===== config.mk =====
export PLATFORM = sky130hd
export DESIGN_NAME = signed_round_sat_flat
export DESIGN_NICKNAME = d
export VERILOG_FILES = /design/src/rtl/signed_round_sat_if.sv /design/src/rtl/signed_round_sat.sv /design/src/flat_wrapper.sv
export SDC_FILE = /design/constraint.sdc
export NUM_CORES = 1
export LEC_CHECK = 0
export ABC_AREA = 1
export CAP_MARGIN = 20
export CORE_ASPECT_RATIO = 0.6
export CORE_UTILIZATION = 26
export DETAILED_ROUTE_END_ITERATION = 7
export GPL_TIMING_DRIVEN = 0
export SYNTH_ARGS = -nofsm -noshare
export SYNTH_HDL_FRONTEND = slang
export SYNTH_SLANG_ARGS = --single-unit

===== constraint.sdc =====
create_clock -name i_clk -period 2.65 [get_ports i_clk]
set_clock_uncertainty 0.2 [all_clocks]
set_input_delay 0.3975 -clock i_clk [delete_from_list [all_inputs] [get_ports i_clk]]
set_output_delay 0.3975 -clock i_clk [all_outputs]
set_load 0.02 [all_outputs]

===== src/rtl/signed_round_sat_if.sv =====
// Sample bus for signed_round_sat: input sample/qualifier, counter clear,
// and the rounded/saturated output with its clip flag and event count.
interface signed_round_sat_if #(
    parameter int IWIDTH = 20,
    parameter int OWIDTH = 16,
    parameter int CWIDTH = 16
);
    logic                     i_valid;
    logic signed [IWIDTH-1:0] i_data;
    logic                     i_clr_ovf;
    logic                     o_valid;
    logic signed [OWIDTH-1:0] o_data;
    logic                     o_ovf;
    logic [CWIDTH-1:0]        o_ovf_count;

    modport master (
        output i_valid, i_data, i_clr_ovf,
        input  o_valid, o_data, o_ovf, o_ovf_count
    );

    modport slave (
        input  i_valid, i_data, i_clr_ovf,
        output o_valid, o_data, o_ovf, o_ovf_count
    );
endinterface


===== src/rtl/signed_round_sat.sv =====
// Two-stage width reducer: convergent rounding of SHIFT LSBs, then signed
// saturation to OWIDTH bits, with a sticky-at-max clip event counter.
module signed_round_sat #(
    parameter int IWIDTH = 20,
    parameter int SHIFT  = 2,
    parameter int OWIDTH = 16,
    parameter int CWIDTH = 16
) (
    input logic              i_clk,
    input logic              i_reset,
    signed_round_sat_if.slave bus
);
    localparam int QW = IWIDTH - SHIFT;
    localparam int YW = QW + 1;
    localparam logic signed [YW-1:0] MAX_C = {{(YW-OWIDTH+1){1'b0}}, {(OWIDTH-1){1'b1}}};
    localparam logic signed [YW-1:0] MIN_C = {{(YW-OWIDTH+1){1'b1}}, {(OWIDTH-1){1'b0}}};
    localparam logic [CWIDTH-1:0]    CNT_MAX_C = '1;

    logic                     v1_q;
    logic signed [YW-1:0]     y_d, y_q;
    logic                     valid_q;
    logic signed [OWIDTH-1:0] data_d, data_q;
    logic                     ovf_d, ovf_q;
    logic [CWIDTH-1:0]        cnt_base_s, cnt_d, cnt_q;

    // Extra headroom bit on y keeps q+1 from wrapping at the positive rail.
    generate
        if (SHIFT == 0) begin : g_noshift
            // No fractional bits: pass the sample through sign-extended.
            always_comb begin
                y_d = {bus.i_data[IWIDTH-1], bus.i_data};
            end
        end else begin : g_round
            localparam logic signed [SHIFT:0] HALF_C = (SHIFT+1)'(1'b1) << (SHIFT-1);
            logic signed [QW-1:0]  q_s;
            logic signed [SHIFT:0] r_s;
            logic                  inc_s;

            // Floor quotient plus half-to-even increment decision.
            always_comb begin
                q_s = bus.i_data[IWIDTH-1:SHIFT];
                r_s = $signed({1'b0, bus.i_data[SHIFT-1:0]});
                if (r_s > HALF_C) begin
                    inc_s = 1'b1;
                end else if (r_s == HALF_C) begin
                    inc_s = q_s[0];
                end else begin
                    inc_s = 1'b0;
                end
                y_d = $signed({q_s[QW-1], q_s}) + $signed({{QW{1'b0}}, inc_s});
            end
        end
    endgenerate

    // Stage 1 register: rounded value loads only with a valid sample.
    always_ff @(posedge i_clk) begin
        if (i_reset) begin
            v1_q <= 1'b0;
            y_q  <= '0;
        end else begin
            v1_q <= bus.i_valid;
            if (bus.i_valid) begin
                y_q <= y_d;
            end
        end
    end

    // Signed clamp to the OWIDTH range.
    always_comb begin
        if (y_q > MAX_C) begin
            data_d = MAX_C[OWIDTH-1:0];
            ovf_d  = 1'b1;
        end else if (y_q < MIN_C) begin
            data_d = MIN_C[OWIDTH-1:0];
            ovf_d  = 1'b1;
        end else begin
            data_d = y_q[OWIDTH-1:0];
            ovf_d  = 1'b0;
        end
    end

    // Stage 2 register: data holds between samples, clip flag only with valid.
    always_ff @(posedge i_clk) begin
        if (i_reset) begin
            valid_q <= 1'b0;
            data_q  <= '0;
            ovf_q   <= 1'b0;
        end else begin
            valid_q <= v1_q;
            ovf_q   <= v1_q & ovf_d;
            if (v1_q) begin
                data_q <= data_d;
            end
        end
    end

    // Clear is applied before the current event is counted.
    always_comb begin
        if (bus.i_clr_ovf) begin
            cnt_base_s = '0;
        end else begin
            cnt_base_s = cnt_q;
        end
        if (valid_q && ovf_q && (cnt_base_s != CNT_MAX_C)) begin
            cnt_d = cnt_base_s + CWIDTH'(1'b1);
        end else begin
            cnt_d = cnt_base_s;
        end
    end

    // Overflow event counter register.
    always_ff @(posedge i_clk) begin
        if (i_reset) begin
            cnt_q <= '0;
        end else begin
            cnt_q <= cnt_d;
        end
    end

    assign bus.o_valid     = valid_q;
    assign bus.o_data      = data_q;
    assign bus.o_ovf       = ovf_q;
    assign bus.o_ovf_count = cnt_q;
endmodule

===== src/flat_wrapper.sv =====
// flat-port wrapper written by rule: the top's interface ports become plain ports
module signed_round_sat_flat 
#(
    parameter int IWIDTH = 20,
    parameter int SHIFT  = 2,
    parameter int OWIDTH = 16,
    parameter int CWIDTH = 16
)
  (i_clk, i_reset, bus_i_valid, bus_i_data, bus_i_clr_ovf, bus_o_valid, bus_o_data, bus_o_ovf, bus_o_ovf_count);
  signed_round_sat_if #(.IWIDTH(IWIDTH), .OWIDTH(OWIDTH), .CWIDTH(CWIDTH)) bus_i ();
  input logic i_clk;
  input logic i_reset;
  input wire logic [$bits(bus_i.i_valid)-1:0] bus_i_valid;
  input wire logic [$bits(bus_i.i_data)-1:0] bus_i_data;
  input wire logic [$bits(bus_i.i_clr_ovf)-1:0] bus_i_clr_ovf;
  output wire logic [$bits(bus_i.o_valid)-1:0] bus_o_valid;
  output wire logic [$bits(bus_i.o_data)-1:0] bus_o_data;
  output wire logic [$bits(bus_i.o_ovf)-1:0] bus_o_ovf;
  output wire logic [$bits(bus_i.o_ovf_count)-1:0] bus_o_ovf_count;
  assign bus_i.i_valid = bus_i_valid;
  assign bus_i.i_data = bus_i_data;
  assign bus_i.i_clr_ovf = bus_i_clr_ovf;
  assign bus_o_valid = bus_i.o_valid;
  assign bus_o_data = bus_i.o_data;
  assign bus_o_ovf = bus_i.o_ovf;
  assign bus_o_ovf_count = bus_i.o_ovf_count;
  signed_round_sat #(.IWIDTH(IWIDTH), .SHIFT(SHIFT), .OWIDTH(OWIDTH), .CWIDTH(CWIDTH)) u_core (.i_clk(i_clk), .i_reset(i_reset), .bus(bus_i));
endmodule

==> impl_metrics.tcl <==
set metrics [dict create \
    cp.required_ns 2.65 \
    drtPass1Iterations 4 \
    powerDensity_nw_per_um2 462.1 \
    clk_latency_ns 0.30 \
    p_total_w 0.001786 \
    criticalPathCategory "in -> reg" \
    final_cells 654 \
    die_area_um2 11860 \
    relSlewSlack_pct 57.34 \
    port_buffers 55 \
    tightestPinTransition_ns 0.6399 \
    synth_cell_types 26 \
    design.core.area_um2 10850 \
    final-setup-viol-count 0 \
    final_layout_size_suffix_gt1_share_pct 8.155 \
    worstRegToRegCells 12 \
    holdWs_ns 0.2699 \
    outcome "finished, final reports clean" \
    cts_sinks 54 \
    min_path_cells 2 \
    synth_nets 476 \
    syn_to_final_growth_pct 30.19 \
    grt_max_degree 18 \
    ios 58 \
    seq_area_frac_synth_pct 36.42 \
    crit_path_end_kind "register" \
    cts_buffers 5 \
    wl_per_cell_um 13.57 \
    grt_pass1_wl_mm 14.36 \
    hold_end "u_core.bus.o_data[7]$_SDFFE_PP0P_" \
    die_w_um 139.9 \
    totalWireLength_mm 8.876 \
    syn_area_um2 2968 \
    dp.cells 644 \
    antenna_found_initial 0 \
    clock_path_buffers 2 \
    utilization_pct 35.61 \
    hold_viol 0 \
    min-delay-start "u_core.y_q[7]$_SDFFE_PP0P_" \
    fillers 1137 \
    ys_ff_latch 54 \
    viasPerCell 4.647 \
    layout_commonest_cell "nand2_1" \
    yosys_warnings 0 \
    groute.usage.overall_pct 15.44 \
    cp_max_fo 6 \
    max_clock_freq_ghz 0.4441 \
    fin_crit_sh_pct 84.97 \
    rsz0062_at_grt "no" \
    r2r-end "u_core.bus.o_ovf_count[4]$_SDFF_PP0_" \
    rows 29 \
    post-dp-hpwl_mm 7.088 \
    final_cell_mix "nand2_1, nor2_1, inv_1, clkdlybuf4s50_1, dfxtp_1" \
    die_h_um 84.76 \
    cts_htree_levels 2 \
    avgSynthCellArea_um2 6.595 \
    drt_iter0_drc 195 \
    synthCells 450 \
    drc 0 \
    leakagePower_nw 1.558 \
    vias 3039 \
    r2r-start "u_core.bus.o_ovf_count[0]$_SDFF_PP0_" \
    clockRootBuffer "clkbuf_16" \
    start_util_pct 27.36 \
    hp-class "reg -> reg" \
    num-nets-final 540 \
    drv_cap 0 \
    route.antenna.remaining_nets 0 \
    routabilityCongestion 0.8570 \
    n_antenna_cell 0 \
    peakVddDrop_v 0.0002623 \
    reg2reg_slack_ns 0.58 \
    period_minus_slack_ns 2.252 \
    cts_tree "done" \
    startpoint_type "input pin" \
    grt_pass1_vias 2853 \
    slew_viol_final 0 \
    postCtsHoldBufs 0 \
    path_clk_slew_ns 0.07 \
    critical_path_arrival_ns 2.25 \
    grt_overflow 0 \
]
==> cells in the mapped netlist, drive strengths merged <==
library cell  count  share of area [%]
buf               6                1.8
o21a              1               0.25
dfxtp            54                 36
a21oi            34                5.7
nor2             80                 13
o211ai            3               0.76
o21ai            32                5.4
xnor2             4                1.2
ha                2               0.84
nand2           110                 14
nand3            27                4.7
inv              57                7.2
clkbuf           10                1.3
nand3b            2               0.51
o221ai            1               0.30
xor2             10                3.0
nor3              7                1.3
nand4            10                2.1
==> power by group <==
part           total, W  leakage [nW]  internal (W)  switching [W]
sequential     0.000876         0.443      0.000851      0.0000251
clock          0.000660        0.0698      0.000351       0.000309
combinational  0.000250          1.05      0.000104       0.000145
total           0.00179          1.56       0.00131       0.000480
==> per-stage QoR <==
step | setup TNS, ns | cell area (um^2) | setup slack, ns
6_report | 0 | 3864 | 0.3984
5_1_grt | 0 | 3864 | 0.2398
4_1_cts | 0 | 3839 | 0.02784
3_5_place_dp | -2.966 | 3692 | -0.2823
3_3_place_gp | -2.127 | 3692 | -0.2080
2_1_floorplan | 0 | 2968 | 0.5946
==> how the worst max path moves through the flow <==
stage	startpoint	end	slack (ns)	cells after the start
3_3_place_gp	bus_i_clr_ovf	u_core.bus.o_ovf_count[7]$_SDFF_PP0_	-0.21	15
4_1_cts	bus_i_clr_ovf	u_core.bus.o_ovf_count[4]$_SDFF_PP0_	0.03	15
2_1_floorplan	bus_i_clr_ovf	u_core.bus.o_ovf_count[11]$_SDFF_PP0_	0.59	14
3_5_place_dp	bus_i_clr_ovf	u_core.bus.o_ovf_count[4]$_SDFF_PP0_	-0.28	15
5_1_grt	bus_i_data[2]	u_core.y_q[14]$_SDFFE_PP0P_	0.24	11
6_report	bus_i_data[4]	u_core.y_q[13]$_SDFFE_PP0P_	0.40	8
==> critical path, stage by stage <==
cell             delay, ns
clkdlybuf4s50_1       0.59
nand2_1               0.07
nor2_1                0.47
nand3_1               0.27
o21ai_0               0.23
nand3b_1              0.09
nand2_1               0.08
inv_1                 0.04
==> layer usage <==
| metal | vias to the layer above | track usage [%] | share of wire [%] |
|---|---|---|---|
| met2 | 83 | 22.36 | 39 |
| met4 | 0 | 2.098 | 0.38 |
| met1 | 1397 | 23.15 | 54 |
| met5 | - | 0 | 0 |
| met3 | 5 | 3.879 | 6.6 |
| li1 | 1554 | - | - |
==> cell families after synthesis <==
kind of cell               count (synthesis)  share of synthesized area, %
adders and majority gates                  2                        0.8430
AOI/OAI and AO/OA                         71                         12.44
xor gates and xnor gates                  14                         4.131
buffers and inverters                     73                         10.24
DFF                                       54                         36.43
and+or+nand+nor                          236                         35.92
==> sequential cells by signal, summed over array words and instances (netlist names) <==
signal and count:
u_core.bus.o_data 16, u_core.bus.o_ovf 1, u_core.bus.o_ovf_count 16, u_core.bus.o_valid 1
u_core.v1_q 1, u_core.y_q 19
==> area by class of cell <==
class | instances | area, um^2 | share of cell area [%]
Tap cell | 139 | 173.9 | 4.501
Clock inverter | 3 | 21.27 | 0.5505
Multi-Input combinational cell | 323 | 1590 | 41.16
Clock buffer | 5 | 125.1 | 3.238
Buffer | 16 | 90.09 | 2.332
Sequential cell | 54 | 1081 | 27.98
Inverter | 57 | 214.0 | 5.538
Timing Repair Buffer | 57 | 568.0 | 14.70
==> what timing repair did <==
item,CTS,global route
setup buffers,0,2
setup endpoints to repair,0,12
gates resized for setup,0,4
(Power assumes the default switching activity.)
